[src/rtl/ff_bank_ctrl_if.sv]
// Command/status bundle between a command source and the flip-flop bank sequencer.
// The master side issues start/op/din/count/sin; the slave side reports busy/done
// and exposes the bank contents in true, complemented and serial form.
interface ff_bank_ctrl_if #(
    parameter int WIDTH = 8,
    parameter int CNTW  = 4
);
    logic             start;
    logic [1:0]       op;
    logic [WIDTH-1:0] din;
    logic [CNTW-1:0]  count;
    logic             sin;
    logic             busy;
    logic             done;
    logic [WIDTH-1:0] q;
    logic [WIDTH-1:0] qnegado;
    logic             sout;

    modport master (
        output start, op, din, count, sin,
        input  busy, done, q, qnegado, sout
    );

    modport slave (
        input  start, op, din, count, sin,
        output busy, done, q, qnegado, sout
    );
endinterface

[src/rtl/ff_bank_ctrl.sv]
// Sequencer for a WIDTH-bit D flip-flop bank with complementary outputs.
// One command (LOAD, SHIFT, PRESET, CLEAR) is accepted per start/busy/done
// handshake; op, din and count are captured at the accepting edge so later
// changes on the bus cannot disturb a running command.
module ff_bank_ctrl #(
    parameter int WIDTH = 8,
    parameter int CNTW  = 4
) (
    input  logic          clk,
    input  logic          clr,
    ff_bank_ctrl_if.slave bus
);

    typedef enum logic [1:0] {
        IDLE  = 2'd0,
        EXEC  = 2'd1,
        SHIFT = 2'd2,
        DONE  = 2'd3
    } state_t;

    localparam logic [1:0] OP_LOAD   = 2'b00;
    localparam logic [1:0] OP_SHIFT  = 2'b01;
    localparam logic [1:0] OP_PRESET = 2'b10;
    localparam logic [1:0] OP_CLEAR  = 2'b11;

    state_t           state_q, state_d;
    logic [1:0]       op_q, op_d;
    logic [WIDTH-1:0] din_q, din_d;
    logic [WIDTH-1:0] bank_q, bank_d;
    logic [CNTW-1:0]  remaining_q, remaining_d;
    logic             busy_q, busy_d;
    logic             done_q, done_d;

    // Next-state logic: everything holds unless the current state explicitly updates it.
    always_comb begin
        state_d     = state_q;
        op_d        = op_q;
        din_d       = din_q;
        bank_d      = bank_q;
        remaining_d = remaining_q;

        case (state_q)
            IDLE: begin
                if (bus.start) begin
                    op_d        = bus.op;
                    din_d       = bus.din;
                    remaining_d = bus.count;
                    state_d     = (bus.op == OP_SHIFT) ? SHIFT : EXEC;
                end
            end
            EXEC: begin
                case (op_q)
                    OP_LOAD:   bank_d = din_q;
                    OP_PRESET: bank_d = '1;
                    OP_CLEAR:  bank_d = '0;
                    default:   bank_d = bank_q;
                endcase
                state_d = DONE;
            end
            SHIFT: begin
                if (remaining_q != '0) begin
                    bank_d      = {bank_q[WIDTH-2:0], bus.sin};
                    remaining_d = remaining_q - CNTW'(1);
                    if (remaining_q == CNTW'(1)) begin
                        state_d = DONE;
                    end
                end else begin
                    state_d = DONE;
                end
            end
            DONE: begin
                state_d = IDLE;
            end
            default: begin
                state_d = IDLE;
            end
        endcase

        busy_d = (state_d == EXEC) || (state_d == SHIFT);
        done_d = (state_d == DONE);
    end

    // State, bank and handshake registers; clr wins over any command in flight.
    always_ff @(posedge clk) begin
        if (clr) begin
            state_q     <= IDLE;
            op_q        <= '0;
            din_q       <= '0;
            bank_q      <= '0;
            remaining_q <= '0;
            busy_q      <= 1'b0;
            done_q      <= 1'b0;
        end else begin
            state_q     <= state_d;
            op_q        <= op_d;
            din_q       <= din_d;
            bank_q      <= bank_d;
            remaining_q <= remaining_d;
            busy_q      <= busy_d;
            done_q      <= done_d;
        end
    end

    assign bus.q       = bank_q;
    assign bus.qnegado = ~bank_q;
    assign bus.sout    = bank_q[WIDTH-1];
    assign bus.busy    = busy_q;
    assign bus.done    = done_q;

endmodule

[src/flat_wrapper.sv]
// flat-port wrapper written by rule: the top's interface ports become plain ports
module ff_bank_ctrl_flat 
#(
    parameter int WIDTH = 8,
    parameter int CNTW  = 4
)
  (clk, clr, bus_start, bus_op, bus_din, bus_count, bus_sin, bus_busy, bus_done, bus_q, bus_qnegado, bus_sout);
  ff_bank_ctrl_if #(.WIDTH(WIDTH), .CNTW(CNTW)) bus_i ();
  input  logic clk;
  input  logic clr;
  input wire logic [$bits(bus_i.start)-1:0] bus_start;
  input wire logic [$bits(bus_i.op)-1:0] bus_op;
  input wire logic [$bits(bus_i.din)-1:0] bus_din;
  input wire logic [$bits(bus_i.count)-1:0] bus_count;
  input wire logic [$bits(bus_i.sin)-1:0] bus_sin;
  output wire logic [$bits(bus_i.busy)-1:0] bus_busy;
  output wire logic [$bits(bus_i.done)-1:0] bus_done;
  output wire logic [$bits(bus_i.q)-1:0] bus_q;
  output wire logic [$bits(bus_i.qnegado)-1:0] bus_qnegado;
  output wire logic [$bits(bus_i.sout)-1:0] bus_sout;
  assign bus_i.start = bus_start;
  assign bus_i.op = bus_op;
  assign bus_i.din = bus_din;
  assign bus_i.count = bus_count;
  assign bus_i.sin = bus_sin;
  assign bus_busy = bus_i.busy;
  assign bus_done = bus_i.done;
  assign bus_q = bus_i.q;
  assign bus_qnegado = bus_i.qnegado;
  assign bus_sout = bus_i.sout;
  ff_bank_ctrl #(.WIDTH(WIDTH), .CNTW(CNTW)) u_core (.clk(clk), .clr(clr), .bus(bus_i));
endmodule
[config.mk]
export PLATFORM = sky130hd
export DESIGN_NAME = ff_bank_ctrl_flat
export DESIGN_NICKNAME = d
export VERILOG_FILES = /design/src/rtl/ff_bank_ctrl_if.sv /design/src/rtl/ff_bank_ctrl.sv /design/src/flat_wrapper.sv
export SDC_FILE = /design/constraint.sdc
export NUM_CORES = 1
export LEC_CHECK = 0
export ABC_AREA = 1
export BUFFER_PORTS_ARGS = -buffer_cell sky130_fd_sc_hd__buf_2
export CAP_MARGIN = 25
export CELL_PAD_IN_SITES_DETAIL_PLACEMENT = 0
export CELL_PAD_IN_SITES_GLOBAL_PLACEMENT = 1
export CORE_ASPECT_RATIO = 1.2
export CORE_UTILIZATION = 35
export CTS_CLUSTER_SIZE = 10
export DETAILED_ROUTE_END_ITERATION = 10
export HOLD_SLACK_MARGIN = 0.15
export PLACE_DENSITY = 0.75
export SETUP_SLACK_MARGIN = 0.3
export SLEW_MARGIN = 20
export SYNTH_ARGS = -nofsm -noshare
export SYNTH_HDL_FRONTEND = slang
export SYNTH_SLANG_ARGS = --single-unit
[constraint.sdc]
create_clock -name clk -period 1.9 [get_ports clk]
set_clock_uncertainty 0.1 [all_clocks]
set_input_delay 0.285 -clock clk [delete_from_list [all_inputs] [get_ports clk]]
set_output_delay 0.285 -clock clk [all_outputs]
set_load 0.005 [all_outputs]
==> Yosys cells after proc, flatten, opt, wreduce, memory -nomap -nowiden <==
Index checks and enable logic that the tools add are counted.
{ "classes": {"add_sub_neg": 1, "mul": 0, "n_div": 0, "n_lt_le_gt_ge": 0, "n_eq_ne": 13, "n_shift": 0, "n_mux": 11, "bitwise": 1, "reduce_logical": 9} }
{ "ops": {"columns": ["op", "n"], "rows": [
  ["one-hot mux 8 bit (3 select lines)", 1],
  ["one-hot mux 8 bit (2 select lines)", 1],
  ["== test 2 bit, second input constant", 6],
  ["two-way mux 2 bit", 4],
  ["two-way mux 4 bit", 2],
  ["two-way mux 8 bit", 1],
  ["NOT 8 bit", 1],
  ["one-hot mux 2 bit (4 select lines)", 1],
  ["one-hot mux 4 bit (2 select lines)", 1],
  ["== test 2 x 1 -> 1 bit, second input constant", 3],
  ["AND reduction 3 bit", 2],
  ["== test 4 x 1 -> 1 bit, second input constant", 1],
  ["logical NOT 2 bit", 2],
  ["!= test 4 x 1 -> 1 bit, second input constant", 1],
  ["nonzero test 2 bit", 2],
  ["nonzero test 4 bit", 1],
  ["subtractor 4 x 1 -> 4 bit, second input constant", 1],
  ["!= test 2 x 1 -> 1 bit, second input constant", 1],
  ["!= test 2 bit, second input constant", 1],
  ["AND reduction 2 bit", 1],
  ["logical OR 1 bit", 1]
]} }
{ "totals": {"reg_bits": 26, "latchBits": 0, "ramBits": 0, "romBits": 0, "inputBits": 18, "output_inout_bits": 19, "word_cells": 42, "mem_count": 0} }

==> Logic depth before layout (Yosys ltp) <==
Gate-level depths: netlist of the first run.
{ "logic_depth": {"ltp_word": 6, "ltp_mapped": 11, "depth_no_buf": 11} }

==> Least setup slack after synthesis of the first run <==
OpenSTA, ideal clock, no wires.
{ "synth_timing": {"path_kind": "reg-to-reg", "start": "reg u_core.state_q[0]", "end": "reg u_core.busy_q, in the netlist u_core.bus.busy", "setup_ns": 0.109, "t_arrival_ns": 1.367, "required_ns": 1.691, "path_slack_ns": 0.323, "path_stages_with_launch": 12, "path_buffers": 0, "period_less_slack_ns": 1.577, "path_cell_list": "dfxtp_1 -> inv_1 -> ha_1 -> nand2_1 -> inv_2 -> nand2_4 -> nand2_1 -> nand2_1 -> nand3_1 -> ha_1 -> inv_1 -> nor2_1"} }
{ "synth_between": {"elab_chain_cells": 5, "elab_cells_between_ends": 11, "classes_between": "eq/ne (5); mux (4); reduce/logical (2)"} }
{ "synth_lines": {"columns": ["item", "line_no", "text"], "rows": [
  ["from (decl)", "ff_bank_ctrl.sv:26", "state_t state_q, state_d;"],
  ["from (signal assigned)", "ff_bank_ctrl.sv:94", "state_q <= state_d;"],
  ["two-way mux 2 bit", "ff_bank_ctrl.sv:64", "if (remaining_q == CNTW'(1)) begin"],
  ["two-way mux 2 bit", "ff_bank_ctrl.sv:61", "if (remaining_q != '0) begin"],
  ["one-hot mux 2 bit (4 select lines) (*)", "ff_bank_ctrl.sv:42", "case (state_q)"],
  ["via u_core.state_d[0]", "ff_bank_ctrl.sv:26", null],
  ["== test 2 x 1 -> 1 bit or == test 2 bit (tied branches)", "ff_bank_ctrl.sv:79", "busy_d = (state_d == EXEC) || (state_d == SHIFT);"],
  ["logical OR 1 bit (*)", "ff_bank_ctrl.sv:79", null],
  ["via u_core.busy_d", "ff_bank_ctrl.sv:31", "logic busy_q, busy_d;"],
  ["to (signal assigned)", "ff_bank_ctrl.sv:99", "busy_q <= busy_d;"],
  ["to (decl)", "ff_bank_ctrl.sv:31", null]
]} }
Mark *: on every way through the listed nets, which the timed path passes. The rest lies on a longest branch.
A chain may end at the register's enable or synchronous reset.

==> Final worst setup path of the first run <==
{ "layout_timing": {"start": "in clr", "end": "reg u_core.remaining_q[2]"} }
{ "layout_rtl": {"columns": ["item", "line_no", "text"], "rows": [
  ["from (decl)", "flat_wrapper.sv:10", "input logic clr;"],
  ["to (signal assigned)", "ff_bank_ctrl.sv:98", "remaining_q <= remaining_d;"],
  ["to (decl)", "ff_bank_ctrl.sv:30", "logic [CNTW-1:0] remaining_q, remaining_d;"]
]} }
No word-level cell between the ends.

==> results of run 1 <==
## Yosys cell counts, drive strengths merged
cell,n
o21ai,23
inv,35
a211oi,1
nand3b,2
clkbuf,1
nand2,66
a21oi,15
nand3,4
nor2,27
a21boi,1
buf,8
ha,6
dfxtp,26
## worst paths after layout
| kind | slack (ns) | from | end | cells after the start |
|---|---|---|---|---|
| setup / recovery | 0.37 | clr | u_core.remaining_q[2] | 4 |
| hold / removal | 0.18 | bus_op[1] | u_core.op_q[1] | 3 |
| setup reg to reg | 0.38 | u_core.remaining_q[0] | u_core.bus.busy | 11 |
| hold reg to reg | 0.35 | u_core.din_q[7] | u_core.din_q[7] | 2 |
## layout make-up
class                           count  share of cell area
Inverter                           35              0.0749
Clock buffer                        3              0.0231
Tap cell                           52              0.0364
Clock inverter                      1              0.0168
Timing Repair Buffer               45               0.141
Sequential cell                    26               0.296
Multi-Input combinational cell    146               0.412
## power by group through the flow
stage / Clock (uW) / Sequential, uW / Combinational (uW)
floorplan: 0 / 828 / 1110
global placement: 0 / 846 / 1390
detailed placement: 0 / 848 / 1370
CTS: 479 / 847 / 1430
global route: 504 / 881 / 1820
finish: 468 / 859 / 1560
## per-layer routing
metal / vias up / track usage
met1: 586 / 0.210
li1: 737 / -
met5: - / 0
met3: 2 / 0.0293
met4: 0 / 0.0465
met2: 27 / 0.232
## state kept, by name, indices dropped and copies added (netlist names)
| register | flops |
|---|---|
| u_core.bus.q | 8 |
| u_core.bus.done | 1 |
| u_core.state_q | 2 |
| u_core.din_q | 8 |
| u_core.bus.busy | 1 |
| u_core.remaining_q | 4 |
| u_core.op_q | 2 |
## worst min-delay path, delay by kind of cell
kind,cells,cell delay [ns]
buffers and inverters,1,0.08
AND/OR/NAND/NOR,1,0.08
AO/OA/AOI/OAI,1,0.07
## placed cells by master, fill, tap and decap left out
cell type	instances
nor2_1	27
nand3_2	2
nand3b_1	2
dlygate4sd3_1	2
dfxtp_1	22
inv_1	31
inv_4	1
a21oi_1	15
inv_2	3
a211oi_1	1
ha_1	3
nand3_1	2
buf_2	36
clkbuf_8	3
dfxtp_4	1
a21boi_0	1
buf_4	7
nand2_2	2
bufinv_16	1
ha_4	2
nand3_4	1
o21ai_0	22
nand2_1	63
nand2_4	1
ha_2	1
o21ai_2	1
dfxtp_2	3
## stage by stage
| step | setup WS, ns | util | instance area [sq um] |
|---|---|---|---|
| 3_5_place_dp | 0.227 | 0.433 | 1610 |
| 2_1_floorplan | 0.323 | - | 1390 |
| 6_report | 0.370 | 0.480 | 1790 |
| 3_3_place_gp | 0.249 | 0.433 | 1610 |
| 5_1_grt | 0.288 | 0.480 | 1790 |
| 4_1_cts | 0.267 | 0.462 | 1720 |
## cell families after synthesis
| family | after synthesis | synth area share |
|---|---|---|
| compound gates | 40 | 0.147 |
| fa+ha+maj | 6 | 0.0540 |
| buf+inv | 44 | 0.134 |
| flops | 26 | 0.374 |
| simple gates | 99 | 0.290 |
## what timing repair did
| item | 4_1_cts | 5_1_grt |
|---|---|---|
| setup buffers | 0 | 3 |
| cloned | 0 | 1 |
| setup endpoints to repair | 3 | 7 |
| hold buffers | 1 | 1 |
| resized for setup | 7 | 12 |
| hold endpoints to repair | 1 | 1 |
| pin swaps | 2 | 1 |
==> flow_summary.json, run 1 <==
{
  "antenna_left": 0,
  "final_hold_viol_count": 0,
  "vdd_drop_max_mv": 0.758,
  "wl_um": 3140,
  "start_util": 0.374,
  "detailedRoute.firstIterationViolations": 37,
  "grt_max_degree": 20,
  "cts-root-buf": "clkbuf_8",
  "cp_data_arrival_time_ns": 1.64,
  "rsz0062_at_grt": "yes",
  "gp_congestion": 0.775,
  "htree_num_levels": 1,
  "dieArea_sq_um": 4230,
  "post-route-min-period_ns": 1.53,
  "viasPerCell": 4.39,
  "maxSlewViolCount": 0,
  "criticalPathCategory": "in2reg",
  "end_kind": "register",
  "tightestPinTransition_ns": 0.405,
  "post_drt_wl_per_cell_um": 10.2,
  "critPathMaxStageDelay_ns": 0.56,
  "crit_family": "buffers and inverters",
  "path_cells": "dlygate4sd3_1 > buf_2 > dlygate4sd3_1 > a21oi_1",
  "syn_nets": 239,
  "finalCritPeriodShare": 0.805,
  "power_switching_share": 0.425,
  "cts_buffers": 3,
  "io_pins": 37,
  "core_sq_um": 3720,
  "maxCapViolCount": 0,
  "drc": 0,
  "io_buffers": 36,
  "critPathBufInv": 3,
  "dieHeight_um": 71.1,
  "seqPwrFrac": 0.297,
  "dp_hpwl_um": 2200,
  "yosysTopAreaCellShare": 0.374,
  "combPwrFrac": 0.541,
  "grt.total_usage": 0.150,
  "slew_headroom": 0.730,
  "dp.cells": 298,
  "core.rowCount": 24,
  "grt_overflow": 0,
  "drive_above_1_share": 0.254,
  "totalPowerFinal_uw": 2890,
  "netlist_area_sq_um": 1390,
  "wl_met2_um": 1350,
  "grt_pass1_wl_um": 4930,
  "start_kind": "input pin",
  "crit_path_frequent_cell": "dlygate4sd3_1",
  "ys_seq_elements": 26,
  "layoutNonFillerInstCount": 308,
  "grt_pass1_vias": 1137,
  "ys_seq_area_frac": 0.374,
  "cp.required_ns": 2.01,
  "p_sw_uw": 1230,
  "diodes": 0,
  "die-width_um": 59.6,
  "internal-power_uw": 1660,
  "filler_cell_count": 424,
  "ys_types": 19,
  "synth.area.top_cells": "dfxtp_1, nand2_1, inv_1",
  "setup_tns_ns": 0,
  "synth.avg_cell_area_sq_um": 6.47,
  "ff_latch_area_sq_um": 528,
  "p_leak_uw": 0.000937,
  "syn2layout_area_growth_pct": 28.4,
  "clockBufferDepth": 2,
  "wl_met1_um": 1650,
  "synth.yosys.warnings": 0,
  "clock_sinks": 26,
  "worstSkewPairLatency_ns": 0.27,
  "clk_pin_slew_ns": 0.09,
  "syn_inst": 215,
  "slowest_stage": "dlygate4sd3_1",
  "outcome": "finished, final reports clean",
  "nNetsFinal": 281,
  "drt-pass1-iter-count": 5,
  "p_clk_frac": 0.162,
  "cts_tree": "yes",
  "dr_total_vias": 1352,
  "power_density_nw_per_um2": 1620,
  "wl_met3_um": 109,
  "multiInputGateArea_sq_um": 736,
  "setup_viol": 0,
  "max_freq_ghz": 0.654,
  "synth_top_cell_by_area": "dfxtp_1",
  "antenna_found_initial": 0,
  "top_layer": "met4",
  "worstHoldPathType": "in2reg",
  "path_max_fanout": 6,
  "hold-worst-slack_ns": 0.177
}
Note: power is estimated with default switching activity, not from simulation.
==> inputs of run 2 (changes only) <==
==> constraint.sdc (replaced) <==
create_clock -name clk -period 1.52 [get_ports clk]
set_clock_uncertainty 0.1 [all_clocks]
set_input_delay 0.228 -clock clk [delete_from_list [all_inputs] [get_ports clk]]
set_output_delay 0.228 -clock clk [all_outputs]
set_load 0.005 [all_outputs]
==> run 2 against run 1 <==
Net effect:
- die area unchanged
- register-to-register slack got worse by 0.34 ns
- global-route usage increased by 4.1 points
- largest power group unchanged
==> flow_summary.json, run 2 (synthesis gave the netlist of run 1 again) <==
{
  "outcome": "finished, final reports clean",
  "final_common_cell": "nand2_1",
  "clk_pin_slew_ns": 0.10,
  "critPathMaxStageDelay_ns": 0.37,
  "worstSkewPairLatency_ns": 0.28,
  "end_kind": "register",
  "totalPowerFinal_uw": 4410,
  "io_buffers": 36,
  "drive_above_1_share": 0.410,
  "io_pins": 37,
  "wl_um": 3870,
  "slew_headroom": 0.822,
  "drc": 0,
  "core_sq_um": 3720,
  "detailedRoute.firstIterationViolations": 34,
  "ff_latch_area_sq_um": 529,
  "power_switching_share": 0.438,
  "clock_sinks": 26,
  "criticalPathCategory": "reg2reg",
  "hold-worst-slack_ns": 0.164,
  "slowest_stage": "dfxtp_2",
  "antenna_left": 0,
  "wl_met3_um": 90,
  "post_drt_wl_per_cell_um": 11.7,
  "combPwrFrac": 0.650,
  "wl_met1_um": 1760,
  "finalCritPeriodShare": 0.975,
  "nNetsFinal": 303,
  "antenna_found_initial": 0,
  "clockBufferDepth": 2,
  "dieHeight_um": 71.1,
  "p_clk_frac": 0.106,
  "core.rowCount": 24,
  "htree_num_levels": 1,
  "fin_util": 0.591,
  "post-route-min-period_ns": 1.48,
  "p_sw_uw": 1940,
  "grt_pass1_wl_um": 6120,
  "vdd_drop_max_mv": 0.762,
  "final_cell_mix": "nand2_1, buf_2, inv_1, nor2_1, dfxtp_1",
  "maxSlewViolCount": 0,
  "syn2layout_area_growth_pct": 58.3,
  "gp_congestion": 0.793,
  "start_kind": "register",
  "seqPwrFrac": 0.244,
  "max_freq_ghz": 0.675,
  "dp_hpwl_um": 2360,
  "crit_family": "buffers and inverters",
  "start_util": 0.374,
  "multiInputGateArea_sq_um": 895,
  "dieArea_sq_um": 4230,
  "cts-root-buf": "clkbuf_8",
  "p_leak_uw": 0.00109,
  "cp.required_ns": 1.61,
  "grt_max_degree": 15,
  "crit_path_frequent_cell": "nand2_2",
  "path_max_fanout": 4,
  "power_density_nw_per_um2": 2000,
  "final_hold_viol_count": 0,
  "internal-power_uw": 2480,
  "grt_pass1_vias": 1387,
  "rsz0062_at_grt": "yes",
  "setup_viol": 0,
  "cts_buffers": 3,
  "grt_overflow": 0,
  "placed_area_sq_um": 1700,
  "dr_total_vias": 1470,
  "drt-pass1-iter-count": 4,
  "worstHoldPathType": "in2reg",
  "final_area_sq_um": 2200,
  "path_cells": "inv_4 > ha_4 > nand2_2 > inv_2 > nand2_4 > nand2_2 > nand2_2 > nand3_4 > buf_4 > buf_4 > nand2_1 > inv_1",
  "wl_met2_um": 1980,
  "diodes": 0,
  "cts_tree": "yes",
  "tightestPinTransition_ns": 0.264,
  "die-width_um": 59.6,
  "cp_data_arrival_time_ns": 1.57,
  "viasPerCell": 4.45,
  "grt.total_usage": 0.191,
  "critPathBufInv": 5,
  "top_layer": "met4",
  "filler_cell_count": 386,
  "maxCapViolCount": 0
}
## run 2: changes by cell type in the layout (fill, tap and decap cells not counted), moves of 3 or more
cell | before | now
nand2_1 | 63 | 52
o21ai_0 | 22 | 12
nand2_2 | 2 | 11
buf_4 | 7 | 15
dlygate4sd3_1 | 2 | 10
o21ai_2 | 1 | 9
a21oi_1 | 15 | 8
a21oi_2 | 0 | 7
inv_1 | 31 | 28
## run 2: through the flow
stage | worst slack (ns) | std cells | setup TNS [ns]
floorplan | 0.0778 | 215 | 0
global placement | 0.0109 | 304 | 0
detailed placement | -0.00229 | 304 | -0.00229
CTS | 0.0428 | 326 | 0
global route | -0.0420 | 330 | -0.124
finish | 0.0387 | 330 | 0
## run 2: worst min-delay path, delay by kind of cell
family,cells,cell delay (ns)
buffers and inverters,1,0.11
and+or+nand+nor,1,0.11
AOI/OAI and AO/OA,1,0.05
## run 2: power groups by stage
| stage | logic [uW] | registers, uW | clock network [uW] |
|---|---|---|---|
| 2_1_floorplan | 1520 | 1060 | 0 |
| 3_3_place_gp | 1970 | 1080 | 0 |
| 3_5_place_dp | 1960 | 1080 | 0 |
| 4_1_cts | 2520 | 1070 | 468 |
| 5_1_grt | 3200 | 1090 | 498 |
| 6_report | 2870 | 1080 | 468 |
## run 2: timing repair
action / 4_1_cts / 5_1_grt
pin swaps: 12 / 11
cloned: 3 / 1
buffers inserted: 6 / 2
hold buffers: 9 / 1
endpoints found under the setup margin: 25 / 26
endpoints found under the hold margin: 14 / 5
resized for setup: 35 / 24
## run 2: layout make-up
cell class | count | area share
multi-input cells | 146 | 0.406
flip-flops and latches | 26 | 0.240
repair buffers | 67 | 0.236
inverters | 35 | 0.0631
well taps | 52 | 0.0295
clock buffers | 4 | 0.0250
## run 2: path summary, 6_finish.rpt
kind,startpoint,end,slack [ns],cells past startpoint
worst min register to register,u_core.din_q[3],u_core.din_q[3],0.35,2
worst min-delay path,bus_op[0],u_core.op_q[0],0.16,3
worst max-delay path,u_core.state_q[0],u_core.state_q[0],0.04,12
worst max register to register,u_core.state_q[0],u_core.state_q[0],0.04,12
## run 2: metal layers
metal	global-route usage	up-vias
li1	-	787
met1	0.245	654
met2	0.328	24
met3	0.0219	5
met4	0.0620	0
met5	0	-
==> inputs of run 3 (changes only) <==
--- a/config.mk
+++ b/config.mk
@@ -16,7 +16,7 @@
 export DETAILED_ROUTE_END_ITERATION = 10
 export HOLD_SLACK_MARGIN = 0.15
 export PLACE_DENSITY = 0.75
-export SETUP_SLACK_MARGIN = 0.3
+export SETUP_SLACK_MARGIN = 0.2
 export SLEW_MARGIN = 20
 export SYNTH_ARGS = -nofsm -noshare
 export SYNTH_HDL_FRONTEND = slang
==> constraint.sdc (replaced) <==
create_clock -name clk -period 1.52 [get_ports clk]
set_clock_uncertainty 0.1 [all_clocks]
set_input_delay 0.228 -clock clk [delete_from_list [all_inputs] [get_ports clk]]
set_output_delay 0.228 -clock clk [all_outputs]
set_load 0.1 [all_outputs]
==> run 3 against run 2 <==
Net effect:
- the run now ends with setup timing left
- count of clock-buffer cells in the layout shrank 1
- critical path depth down 2
- fmax is 2.9% lower
- non-clock buffer count up 7
- register-to-register slack worse by 0.04 ns
- hold slack worse by 0.064 ns
- setup slack worse by 0.044 ns
- via count grew 4.2%
- sequential share of layout area fell by 0.83 points
- design area increased by 9.7%
- global-route usage rose by 0.53 points
- critical endpoint is now u_core.bus.busy
- largest cell class unchanged
- highest routed layer unchanged
==> flow_summary.json, run 3 (synthesis gave the netlist of run 1 again) <==
{
  "holdPathStages": 2,
  "r2r_cells": 10,
  "drc": 0,
  "syn2layout_area_growth_pct": 73.7,
  "max_freq_ghz": 0.655,
  "clock_sinks": 26,
  "end_kind": "register",
  "fin_ws_ns": -0.00577,
  "core_sq_um": 3720,
  "rr_endpoint": "u_core.bus.busy",
  "clockBufferDepth": 2,
  "io_pins": 37,
  "worstHoldPathType": "in2reg",
  "critPathMaxStageDelay_ns": 0.38,
  "cts_tree": "yes",
  "start_util": 0.374,
  "final_cell_mix": "nand2_1, buf_4, nor2_1, buf_2, inv_1",
  "slowest_stage": "dfxtp_4",
  "dr_total_vias": 1532,
  "cp_data_arrival_time_ns": 1.65,
  "grt_max_degree": 20,
  "grt_overflow": 0,
  "final_area_sq_um": 2420,
  "gp_congestion": 0.755,
  "rrSetupSlack_ns": -0.006,
  "cp.required_ns": 1.64,
  "antenna_left": 0,
  "violations": "setup timing",
  "drive_above_1_share": 0.498,
  "drt-pass1-iter-count": 4,
  "worstSkewPairLatency_ns": 0.27,
  "min_from": "clr",
  "post_drt_wl_per_cell_um": 12.4,
  "worstReg2RegStart": "u_core.state_q[1]",
  "htree_num_levels": 1,
  "post-route-min-period_ns": 1.53,
  "setup_viol": 1,
  "wl_um": 4170,
  "holdPathEnd": "u_core.bus.busy",
  "slew_headroom": 0.803,
  "filler_cell_count": 354,
  "maxCapViolCount": 0,
  "finalCritPeriodShare": 1.00,
  "cts-root-buf": "clkbuf_8",
  "outcome": "finished with violations",
  "start_kind": "register",
  "dieArea_sq_um": 4230,
  "cts_buffers": 3,
  "final_common_cell": "nand2_1",
  "placed_area_sq_um": 1760,
  "criticalPathCategory": "reg2reg",
  "multiInputGateArea_sq_um": 901,
  "core.rowCount": 24,
  "detailedRoute.firstIterationViolations": 52,
  "clk_pin_slew_ns": 0.09,
  "dp_hpwl_um": 2330,
  "io_buffers": 36,
  "viasPerCell": 4.55,
  "maxSlewViolCount": 0,
  "ff_latch_area_sq_um": 561,
  "tightestPinTransition_ns": 0.295,
  "final_hold_viol_count": 0,
  "grt_pass1_vias": 1438,
  "antenna_found_initial": 0,
  "nNetsFinal": 310,
  "die-width_um": 59.6,
  "path_max_fanout": 4,
  "dieHeight_um": 71.1,
  "path_cells": "inv_4 > ha_4 > inv_4 > nand2_2 > inv_1 > nand2_2 > nand3_4 > ha_4 > inv_2 > nor2_2",
  "grt.total_usage": 0.197,
  "grt_pass1_wl_um": 6420,
  "rsz0062_at_grt": "yes",
  "diodes": 0
}
run 3: per-stage QoR:
step / setup TNS (ns) / setup slack [ns] / instances / hold WS [ns] / utilization
2_1_floorplan: 0 / 0.0185 / 215 / 0.193 / -
3_3_place_gp: 0 / 0.0378 / 302 / 0.340 / 0.472
3_5_place_dp: 0 / 0.0229 / 302 / 0.344 / 0.472
4_1_cts: 0 / 0.0319 / 328 / 0.0947 / 0.573
5_1_grt: -0.250 / -0.0830 / 337 / 0.0994 / 0.649
6_report: -0.00577 / -0.00577 / 337 / 0.100 / 0.649
run 3: worst max path at each step:
stage                           from              end  slack (ns)
2_1_floorplan        u_core.bus.q[7]  u_core.bus.q[7]        0.02
3_3_place_gp   u_core.remaining_q[0]  u_core.bus.busy        0.04
3_5_place_dp   u_core.remaining_q[0]  u_core.bus.busy        0.02
4_1_cts            u_core.state_q[1]  u_core.bus.busy        0.03
5_1_grt            u_core.state_q[1]  u_core.bus.busy       -0.08
6_report           u_core.state_q[1]  u_core.bus.busy      -0.006
run 3: cell type report:
type | count | share of cell area
Clock inverter | 1 | 0.0124
Inverter | 35 | 0.0699
Clock buffer | 3 | 0.0171
Timing Repair Buffer | 74 | 0.269
Sequential cell | 26 | 0.232
Tap cell | 52 | 0.0269
Multi-Input combinational cell | 146 | 0.373
run 3: routing by layer:
layer / wire [um] / part of all wire / vias up / global-route usage
met1: 1920 / 0.46 / 681 / 0.252
met3: 114 / 0.027 / 9 / 0.0256
met5: 0 / 0 / - / 0
met4: 91 / 0.022 / 0 / 0.0698
li1: - / - / 806 / -
met2: 2040 / 0.49 / 36 / 0.332
run 3: critical path, delay by kind of cell (launching register included):
| family | cells | cell delay [ns] |
|---|---|---|
| adder cells (fa/ha/maj) | 2 | 0.43 |
| flip-flops | 1 | 0.38 |
| AND/OR/NAND/NOR | 4 | 0.35 |
| buffers and inverters | 4 | 0.21 |
run 3: repair_timing:
| item | 4_1_cts | 5_1_grt |
|---|---|---|
| hold buffers | 8 | 2 |
| endpoints found under the setup margin | 33 | 34 |
| hold endpoints to repair | 12 | 7 |
| gates resized for setup | 36 | 64 |
| pin swaps | 17 | 19 |
| cloned | 2 | 2 |
| buffers inserted | 12 | 5 |
Power of run 3 is left out: the tool's default activity adds up to more than one toggle a clock period on the data nets, which glitch-free logic cannot reach.
